`config.mk`:
```
export PLATFORM = sky130hd
export DESIGN_NAME = serial_shift_tx_flat
export DESIGN_NICKNAME = d
export VERILOG_FILES = /design/src/rtl/serial_tx_pkg.sv /design/src/rtl/serial_shift_tx_if.sv /design/src/rtl/serial_tx_shreg.sv /design/src/rtl/serial_shift_tx.sv /design/src/flat_wrapper.sv
export SDC_FILE = /design/constraint.sdc
export NUM_CORES = 1
export LEC_CHECK = 0
export BUFFER_PORTS_ARGS = -buffer_cell sky130_fd_sc_hd__clkbuf_2
export CAP_MARGIN = 20
export CORE_MARGIN = 2
export CORE_UTILIZATION = 43
export DETAILED_ROUTE_END_ITERATION = 8
export HOLD_SLACK_MARGIN = 0.06
export PLACE_DENSITY = 0.66
export SLEW_MARGIN = 20
export SYNTH_ARGS = -nofsm -noshare
export SYNTH_HDL_FRONTEND = slang
export SYNTH_SLANG_ARGS = --single-unit
export TNS_END_PERCENT = 20
```
`constraint.sdc`:
```
create_clock -name clk -period 4 [get_ports clk]
set_input_delay 0.4 -clock clk [delete_from_list [all_inputs] [get_ports clk]]
set_output_delay 0.4 -clock clk [all_outputs]
set_load 0.1 [all_outputs]
```
`src/rtl/serial_tx_pkg.sv`:
```
// Shared types and constants for the serial shift transmitter.
// Optional feature: SERIAL_TX_PARITY_EN adds an even-parity bit after the data.
package serial_tx_pkg;

    localparam int unsigned DEFAULT_WIDTH = 8;

    typedef enum logic [1:0] {
        IDLE  = 2'd0,
        SHIFT = 2'd1,
        PAR   = 2'd2
    } state_t;

    // Bit-counter width for a WIDTH-bit frame (WIDTH >= 2, so never below 1).
    function automatic int unsigned cnt_width(input int unsigned width);
        return (width > 1) ? $clog2(width) : 1;
    endfunction

endpackage

```
`src/rtl/serial_shift_tx_if.sv`:
```
// Handshake (load side) and serial output bundle of the transmitter.
// master: word producer / serial consumer; slave: the transmitter itself.
interface serial_shift_tx_if import serial_tx_pkg::*; #(
    parameter int unsigned WIDTH = DEFAULT_WIDTH
);
    logic             load_valid;
    logic             load_ready;
    logic [WIDTH-1:0] load_data;
    logic             sout;
    logic             sout_valid;
    logic             sout_first;
    logic             sout_last;

    modport master (
        output load_valid, load_data,
        input  load_ready, sout, sout_valid, sout_first, sout_last
    );

    modport slave (
        input  load_valid, load_data,
        output load_ready, sout, sout_valid, sout_first, sout_last
    );
endinterface

```
`src/rtl/serial_tx_shreg.sv`:
```
// Loadable WIDTH-bit shift register; shifts towards the transmit end chosen
// by LSB_FIRST and keeps the XOR of the word captured at load time.
module serial_tx_shreg import serial_tx_pkg::*; #(
    parameter int unsigned WIDTH     = DEFAULT_WIDTH,
    parameter bit          LSB_FIRST = 1'b1
) (
    input  logic             clk,
    input  logic             clear,
    input  logic             load,
    input  logic             shift,
    input  logic [WIDTH-1:0] din,
    output logic             dout,
    output logic             parity
);
    logic [WIDTH-1:0] data_q;
    logic             parity_q;

    // Load has priority over shift so a back-to-back word replaces the old tail.
    always_ff @(posedge clk) begin
        if (clear) begin
            data_q   <= '0;
            parity_q <= 1'b0;
        end else if (load) begin
            data_q   <= din;
            parity_q <= ^din;
        end else if (shift) begin
            if (LSB_FIRST) data_q <= {1'b0, data_q[WIDTH-1:1]};
            else           data_q <= {data_q[WIDTH-2:0], 1'b0};
        end
    end

    assign dout   = LSB_FIRST ? data_q[0] : data_q[WIDTH-1];
    assign parity = parity_q;
endmodule

```
`src/rtl/serial_shift_tx.sv`:
```
// Parallel-in, serial-out transmitter with valid/ready load handshake and
// first/last framing strobes. Optional macro SERIAL_TX_PARITY_EN appends an
// even-parity bit (state PAR) which then carries sout_last.
module serial_shift_tx import serial_tx_pkg::*; #(
    parameter int unsigned WIDTH     = DEFAULT_WIDTH,
    parameter bit          LSB_FIRST = 1'b1
) (
    input  logic              clk,
    input  logic              clear,
    serial_shift_tx_if.slave  bus
);
    localparam int unsigned   CW   = cnt_width(WIDTH);
    localparam logic [CW-1:0] LAST = CW'(WIDTH - 1);

    state_t        state_q, state_d;
    logic [CW-1:0] cnt_q, cnt_d;
    logic          accept;
    logic          shift_bit;
    logic          par_bit;

    serial_tx_shreg #(
        .WIDTH     (WIDTH),
        .LSB_FIRST (LSB_FIRST)
    ) u_shreg (
        .clk    (clk),
        .clear  (clear),
        .load   (accept),
        .shift  (state_q == SHIFT),
        .din    (bus.load_data),
        .dout   (shift_bit),
        .parity (par_bit)
    );

    // State and bit-counter registers.
    always_ff @(posedge clk) begin
        if (clear) begin
            state_q <= IDLE;
            cnt_q   <= '0;
        end else begin
            state_q <= state_d;
            cnt_q   <= cnt_d;
        end
    end

    // Output decode from registered state only (no path from load_* to sout*).
    always_comb begin
        bus.sout       = 1'b0;
        bus.sout_valid = 1'b0;
        bus.sout_first = 1'b0;
        bus.sout_last  = 1'b0;
        case (state_q)
            SHIFT: begin
                bus.sout       = shift_bit;
                bus.sout_valid = 1'b1;
                bus.sout_first = (cnt_q == '0);
`ifdef SERIAL_TX_PARITY_EN
                bus.sout_last  = 1'b0;
`else
                bus.sout_last  = (cnt_q == LAST);
`endif
            end
            PAR: begin
                bus.sout       = par_bit;
                bus.sout_valid = 1'b1;
                bus.sout_last  = 1'b1;
            end
            default: ;
        endcase
    end

    assign bus.load_ready = (state_q == IDLE) | bus.sout_last;
    assign accept         = bus.load_valid & bus.load_ready;

    // Next-state and counter; a word accepted on the last cycle restarts SHIFT.
    always_comb begin
        state_d = state_q;
        cnt_d   = cnt_q;
        case (state_q)
            IDLE: begin
                if (accept) begin
                    state_d = SHIFT;
                    cnt_d   = '0;
                end
            end
            SHIFT: begin
                if (cnt_q == LAST) begin
                    cnt_d = '0;
`ifdef SERIAL_TX_PARITY_EN
                    state_d = PAR;
`else
                    state_d = accept ? SHIFT : IDLE;
`endif
                end else begin
                    cnt_d = cnt_q + 1'b1;
                end
            end
            PAR: begin
                state_d = accept ? SHIFT : IDLE;
                cnt_d   = '0;
            end
            default: begin
                state_d = IDLE;
                cnt_d   = '0;
            end
        endcase
    end
endmodule
```
`src/flat_wrapper.sv`:
```
// flat-port wrapper written by rule: the top's interface ports become plain ports
module serial_shift_tx_flat import serial_tx_pkg::*;
#(
    parameter int unsigned WIDTH     = DEFAULT_WIDTH,
    parameter bit          LSB_FIRST = 1'b1
)
  (clk, clear, bus_load_valid, bus_load_data, bus_load_ready, bus_sout, bus_sout_valid, bus_sout_first, bus_sout_last);
  serial_shift_tx_if #(.WIDTH(WIDTH)) bus_i ();
  input  logic clk;
  input  logic clear;
  input wire logic [$bits(bus_i.load_valid)-1:0] bus_load_valid;
  input wire logic [$bits(bus_i.load_data)-1:0] bus_load_data;
  output wire logic [$bits(bus_i.load_ready)-1:0] bus_load_ready;
  output wire logic [$bits(bus_i.sout)-1:0] bus_sout;
  output wire logic [$bits(bus_i.sout_valid)-1:0] bus_sout_valid;
  output wire logic [$bits(bus_i.sout_first)-1:0] bus_sout_first;
  output wire logic [$bits(bus_i.sout_last)-1:0] bus_sout_last;
  assign bus_i.load_valid = bus_load_valid;
  assign bus_i.load_data = bus_load_data;
  assign bus_load_ready = bus_i.load_ready;
  assign bus_sout = bus_i.sout;
  assign bus_sout_valid = bus_i.sout_valid;
  assign bus_sout_first = bus_i.sout_first;
  assign bus_sout_last = bus_i.sout_last;
  serial_shift_tx #(.WIDTH(WIDTH), .LSB_FIRST(LSB_FIRST)) u_core (.clk(clk), .clear(clear), .bus(bus_i));
endmodule
```
======== Word-level counts from Yosys, hierarchy flattened ========
Index checks and enable logic that the tools add are counted.
cells by class
  add/sub/neg operators ................... 1
  multiply operators ...................... 0
  div/mod/pow operators ................... 0
  order comparisons ....................... 0
  equal/unequal tests ..................... 5
  shift-type cells ........................ 0
  mux-type cells .......................... 13
  bitwise operators ....................... 2
  reductions and logical operators ........ 6
operators with widths
  operator                                                                number
  8-bit 2-to-1 mux                                                        2
  8-bit XOR reduction                                                     1
  3-bit 2-to-1 mux                                                        2
  2-bit one-hot mux with 3 select lines                                   1
  3-bit one-hot mux with 2 select lines                                   1
  2-bit 2-to-1 mux                                                        2
  2-bit by 1-bit != test with 1-bit output (second input constant)        2
  1-bit one-hot mux with 2 select lines                                   2
  3-bit by 1-bit adder with 3-bit output (second input constant)          1
  3-bit equality test (second input constant)                             1
  3-bit zero test                                                         1
  1-bit 2-to-1 mux                                                        3
  2-bit by 1-bit equality test with 1-bit output (second input constant)  1
  2-bit equality test (second input constant)                             1
  2-bit zero test                                                         1
  2-bit AND reduction                                                     1
  2-bit nonzero test                                                      1
  2-bit OR reduction                                                      1
  1-bit bitwise AND                                                       1
  1-bit OR                                                                1
storage, ports and cells
  register bits ........................... 14
  bits in latches ......................... 0
  bits in writable memories ............... 0
  memory bits (read-only) ................. 0
  input bits .............................. 11
  output and inout port bits .............. 5
  logic and storage cells ................. 31
  memories kept ........................... 0

======== Longest topological paths before layout ========
  word-level depth ........................ 7
  mapped depth ............................ 6
  gate-level depth less buffers ........... 6

======== Hierarchy ========
Synthesis repeated with hierarchy kept, for this count alone.
second synthesis, totals
  cells, all modules ...................... 78
  area total of the unflattened synthesis .. 684.4 sq um
modules (own cells, without submodules)
  module           instances  cells each  area each (sq um)  seq. area each (sq um)
  serial_tx_shreg  1          53          450.4              180.2
  serial_shift_tx  1          25          234.0              80.1

======== Worst setup path after synthesis ========
OpenSTA, ideal clock, no wires.
  path kind ............................... reg-to-output
  start point ............................. register u_core.state_q[0]
  end point ............................... output bus_sout_first
  arrival ................................. 2.477 ns
  required time ........................... 3.600 ns
  slack ................................... 1.123 ns
  stages on the path, launching flop included .. 4
  buffers on the path ..................... 1
  cells stage by stage .................... dfxtp_1 buf_6 nand2_1 nor2_1
on the way
  cells in the longest elaborated chain, start to end .. 2
ends and longest elaborated chain
  item                                            line                   text
  start, declared                                 serial_shift_tx.sv:15  state_t state_q, state_d;
  start signal, assigned                          serial_shift_tx.sv:40  state_q <= state_d;
  2-bit by 1-bit equality test with 1-bit output  serial_shift_tx.sv:51  case (state_q)
  1-bit 2-to-1 mux                                serial_shift_tx.sv:51
  end, declared                                   flat_wrapper.sv:16     output wire logic [$bits(bus_i.sout_first)-1:0] bus_sout_first;
No other way between the ends.

======== Worst setup path in the final report ========
  start point ............................. register u_core.cnt_q[0]
  end point ............................... output bus_load_ready
on the way
  cells in the longest elaborated chain, start to end .. 3
ends and longest elaborated chain
  item                                   line                   text
  start, declared                        serial_shift_tx.sv:16  logic [CW-1:0] cnt_q, cnt_d;
  start signal, assigned                 serial_shift_tx.sv:41  cnt_q <= cnt_d;
  3-bit equality test                    serial_shift_tx.sv:59  bus.sout_last = (cnt_q == LAST);
  1-bit one-hot mux with 2 select lines  serial_shift_tx.sv:51
  1-bit OR                               serial_shift_tx.sv:71  assign bus.load_ready = (state_q == IDLE) | bus.sout_last;
  end, declared                          flat_wrapper.sv:13     output wire logic [$bits(bus_i.load_ready)-1:0] bus_load_ready;
No other way between the ends.

==> results.md <==
* Area growth, synth to finish at 13.37%
* Clock slew at reported path FFs at around 80 ps
* CP endpoint kind: primary output
* Row count at 13
* Fin crit period at 2216 ps
* Avg WL per Cell at 12.68 um
* CTS tree: built
* Top-level I/O count at 16
* Clock power share at 0.333
* Commonest non-fill, non-tap cell in the layout: clkbuf_2
* Hold path startpoint: bus_load_data[7]
* H-tree Lvls at 1
* DR iter-0 viols at 16
* Drt pass-1 iters at 4
* Fin. Hold Viols at 0
* Sw frac at 0.3107
* Dpl hpwl at around 860 um
* Core Area at around 0.0013 mm2
* Vias in the first global route at about 500
* Path type of the worst min-delay path: input pin to flip-flop
* Remaining DRCs at 0
* CP Data Arrival Time at approximately 1800 ps
* P per Cell Area at roughly 410 mW/mm2
* CTS Buf Count at 3
* Switching power at just over 0.09 mW
* Post-synthesis cell type count at 20
* Internal power at roughly 0.20 mW
* Post-Syn Area at 626.9 um2
* Slew headroom at 0.6424
* RSZ-0062 raised after global routing: no
* Share of cells above drive strength 1 at 0.3012
* Outcome: finished clean
* R2r worst-path depth at 6
* Synthesis-stage register bit count at 12
* Die H at 42.18 um
* Sink Count at 12
* Post-route ant nets at 0
* Fin Setup TNS at 0 ps
* Area of the die at ~0.0018 mm2
* Seq pwr share at 0.457
* GRT Residual Overflow at 0
* GRT Resource Usage Total at 0.1528
* Placed inst area at 674.4 um2
* Max-slew violations at 0
* VDD IR-drop max at about 0.27 mV
* Via count at 547
* Final Setup Violations at 0
* Max_cap viols at 0
* Syn Nets at between 80 and 90
* Fmax at between 0.4 and 0.5 GHz
* Largest net degree at the start of global routing at 20
* First-pass GRT wire length at between 2 and 2.5 mm
* CTS Hold Bufs at 0
* Worst setup path category: flip-flop to primary output
* Clock skew at 1.019 ps
* Initial antenna violation count at 0
* Crit path launch type: flip-flop
* Finished Layout Cells at between 90 and 100
* Routability cong. at ~0.76
* Initial Util at 0.4700
* Worst hold path cell count at 3
* Period utilisation layout at 0.5540
* Post-cts resize count at 0
* Vias per Instance at around 5.6
* Total wire length at 1.243 mm
* Port bufs at 15
* Most frequent cells in the layout: clkbuf_2 (15), nor2_1 (14), dfxtp_1 (12), nor3b_1 (8)
* Die width at around 42 um
* RR Startpoint: u_core.cnt_q[0]
* Leakage power at about 0.30 nW
* Synthesis warning total at 0
* Worst Tran Pin Value at between 500 and 600 ps
* Seq/Total Area, Yosys at 0.3832
* Worst EP required at 3600 ps
* Power consumption at slightly below 0.3 mW
* Place WS at just over 2000 ps
* Worst reg-to-reg setup slack at approximately 2400 ps
* CP Max Fanout at 11
* Hold endpoint: u_core.u_shreg.data_q[7]
* Postcts setup bufs at 0
* Util after Layout at 0.5328
* Fin nets at 98
* Worst setup margin at around 1800 ps
* Root Buffer: clkbuf_4
* Clk buf depth at 2
* WHS at between 300 and 400 ps
* Logic pwr share at 0.211
* Worst R2R End: u_core.u_shreg.data_q[1]
* Mean Syn Cell Area at ~9.0 um2
* Total inserted antenna cells at 0
* Placed cells at 94
* Clk_lat worst skew at roughly 270 ps
* Post-Syn Instances at 70
* Post-route cell area at 710.7 um2
layer usage:
metal / wire [um] / vias up / global-route usage
li1: - / 280 / -
met1: 615 / 245 / 0.1926
met2: 541 / 20 / 0.2431
met3: 68 / 2 / 0.03448
met4: 17 / 0 / 0.07500
met5: 0 / - / 0
synth_stat cells (all sizes together):
library cell / n / area [um2]
a32oi: 1 / 8.760
a21oi: 1 / 5.000
ha: 3 / 37.54
clkinv: 1 / 8.760
and2b: 1 / 10.01
inv: 2 / 7.510
dfxtp: 12 / 240.2
buf: 4 / 38.78
nor2: 15 / 63.81
or2: 1 / 6.260
a22oi: 1 / 7.510
nor4: 7 / 43.79
clkbuf: 2 / 7.510
nand2: 1 / 3.750
and2: 2 / 15.01
a211oi: 7 / 52.55
nor3b: 8 / 60.06
mux2i: 1 / 10.01
flip-flops by register name, summed over array words and instances (netlist names):
| register | flops |
|---|---|
| u_core.u_shreg.data_q | 8 |
| u_core.cnt_q | 3 |
| u_core.state_q | 1 |
layout make-up:
class | instances | area (um2)
clock buffers | 4 | 36.28
fillers | 130 | 623.1
well taps | 15 | 18.77
multi-input cells | 49 | 324.1
inverters | 3 | 16.27
flip-flops and latches | 12 | 240.2
repair buffers | 15 | 75.07
kinds of logic after synthesis:
group / synth area share
multiplexers: 0.01597
AO/OA/AOI/OAI: 0.1178
AND/OR/NAND/NOR: 0.3233
adder cells (fa/ha/maj): 0.05989
flip-flops: 0.3832
buffers and inverters: 0.09980
worst max path at each step:
| stage | slack, ps | from | endpoint | cells past startpoint |
|---|---|---|---|---|
| global route | 1710 | u_core.cnt_q[0] | bus_load_ready | 5 |
| global placement | 2100 | u_core.cnt_q[0] | bus_load_ready | 5 |
| floorplan | 1120 | u_core.state_q[0] | bus_sout_first | 3 |
| detailed placement | 2070 | u_core.cnt_q[0] | bus_load_ready | 5 |
| CTS | 1760 | u_core.cnt_q[0] | bus_load_ready | 5 |
| finish | 1780 | u_core.cnt_q[0] | bus_load_ready | 5 |
critical path: stages (launching register included):
cell	delay, ps
dfxtp_1	340
ha_1	200
ha_1	180
and2b_4	340
clkinv_4	110
clkbuf_2	380
power by group through the flow:
stage | registers [mW] | clock network [mW] | logic, mW
floorplan | 0.140 | 0 | 0.0499
global placement | 0.137 | 0 | 0.0612
detailed placement | 0.137 | 0 | 0.0619
CTS | 0.134 | 0.102 | 0.0620
global route | 0.136 | 0.106 | 0.0672
finish | 0.134 | 0.0978 | 0.0620
Power figures use the tool's default switching activity.
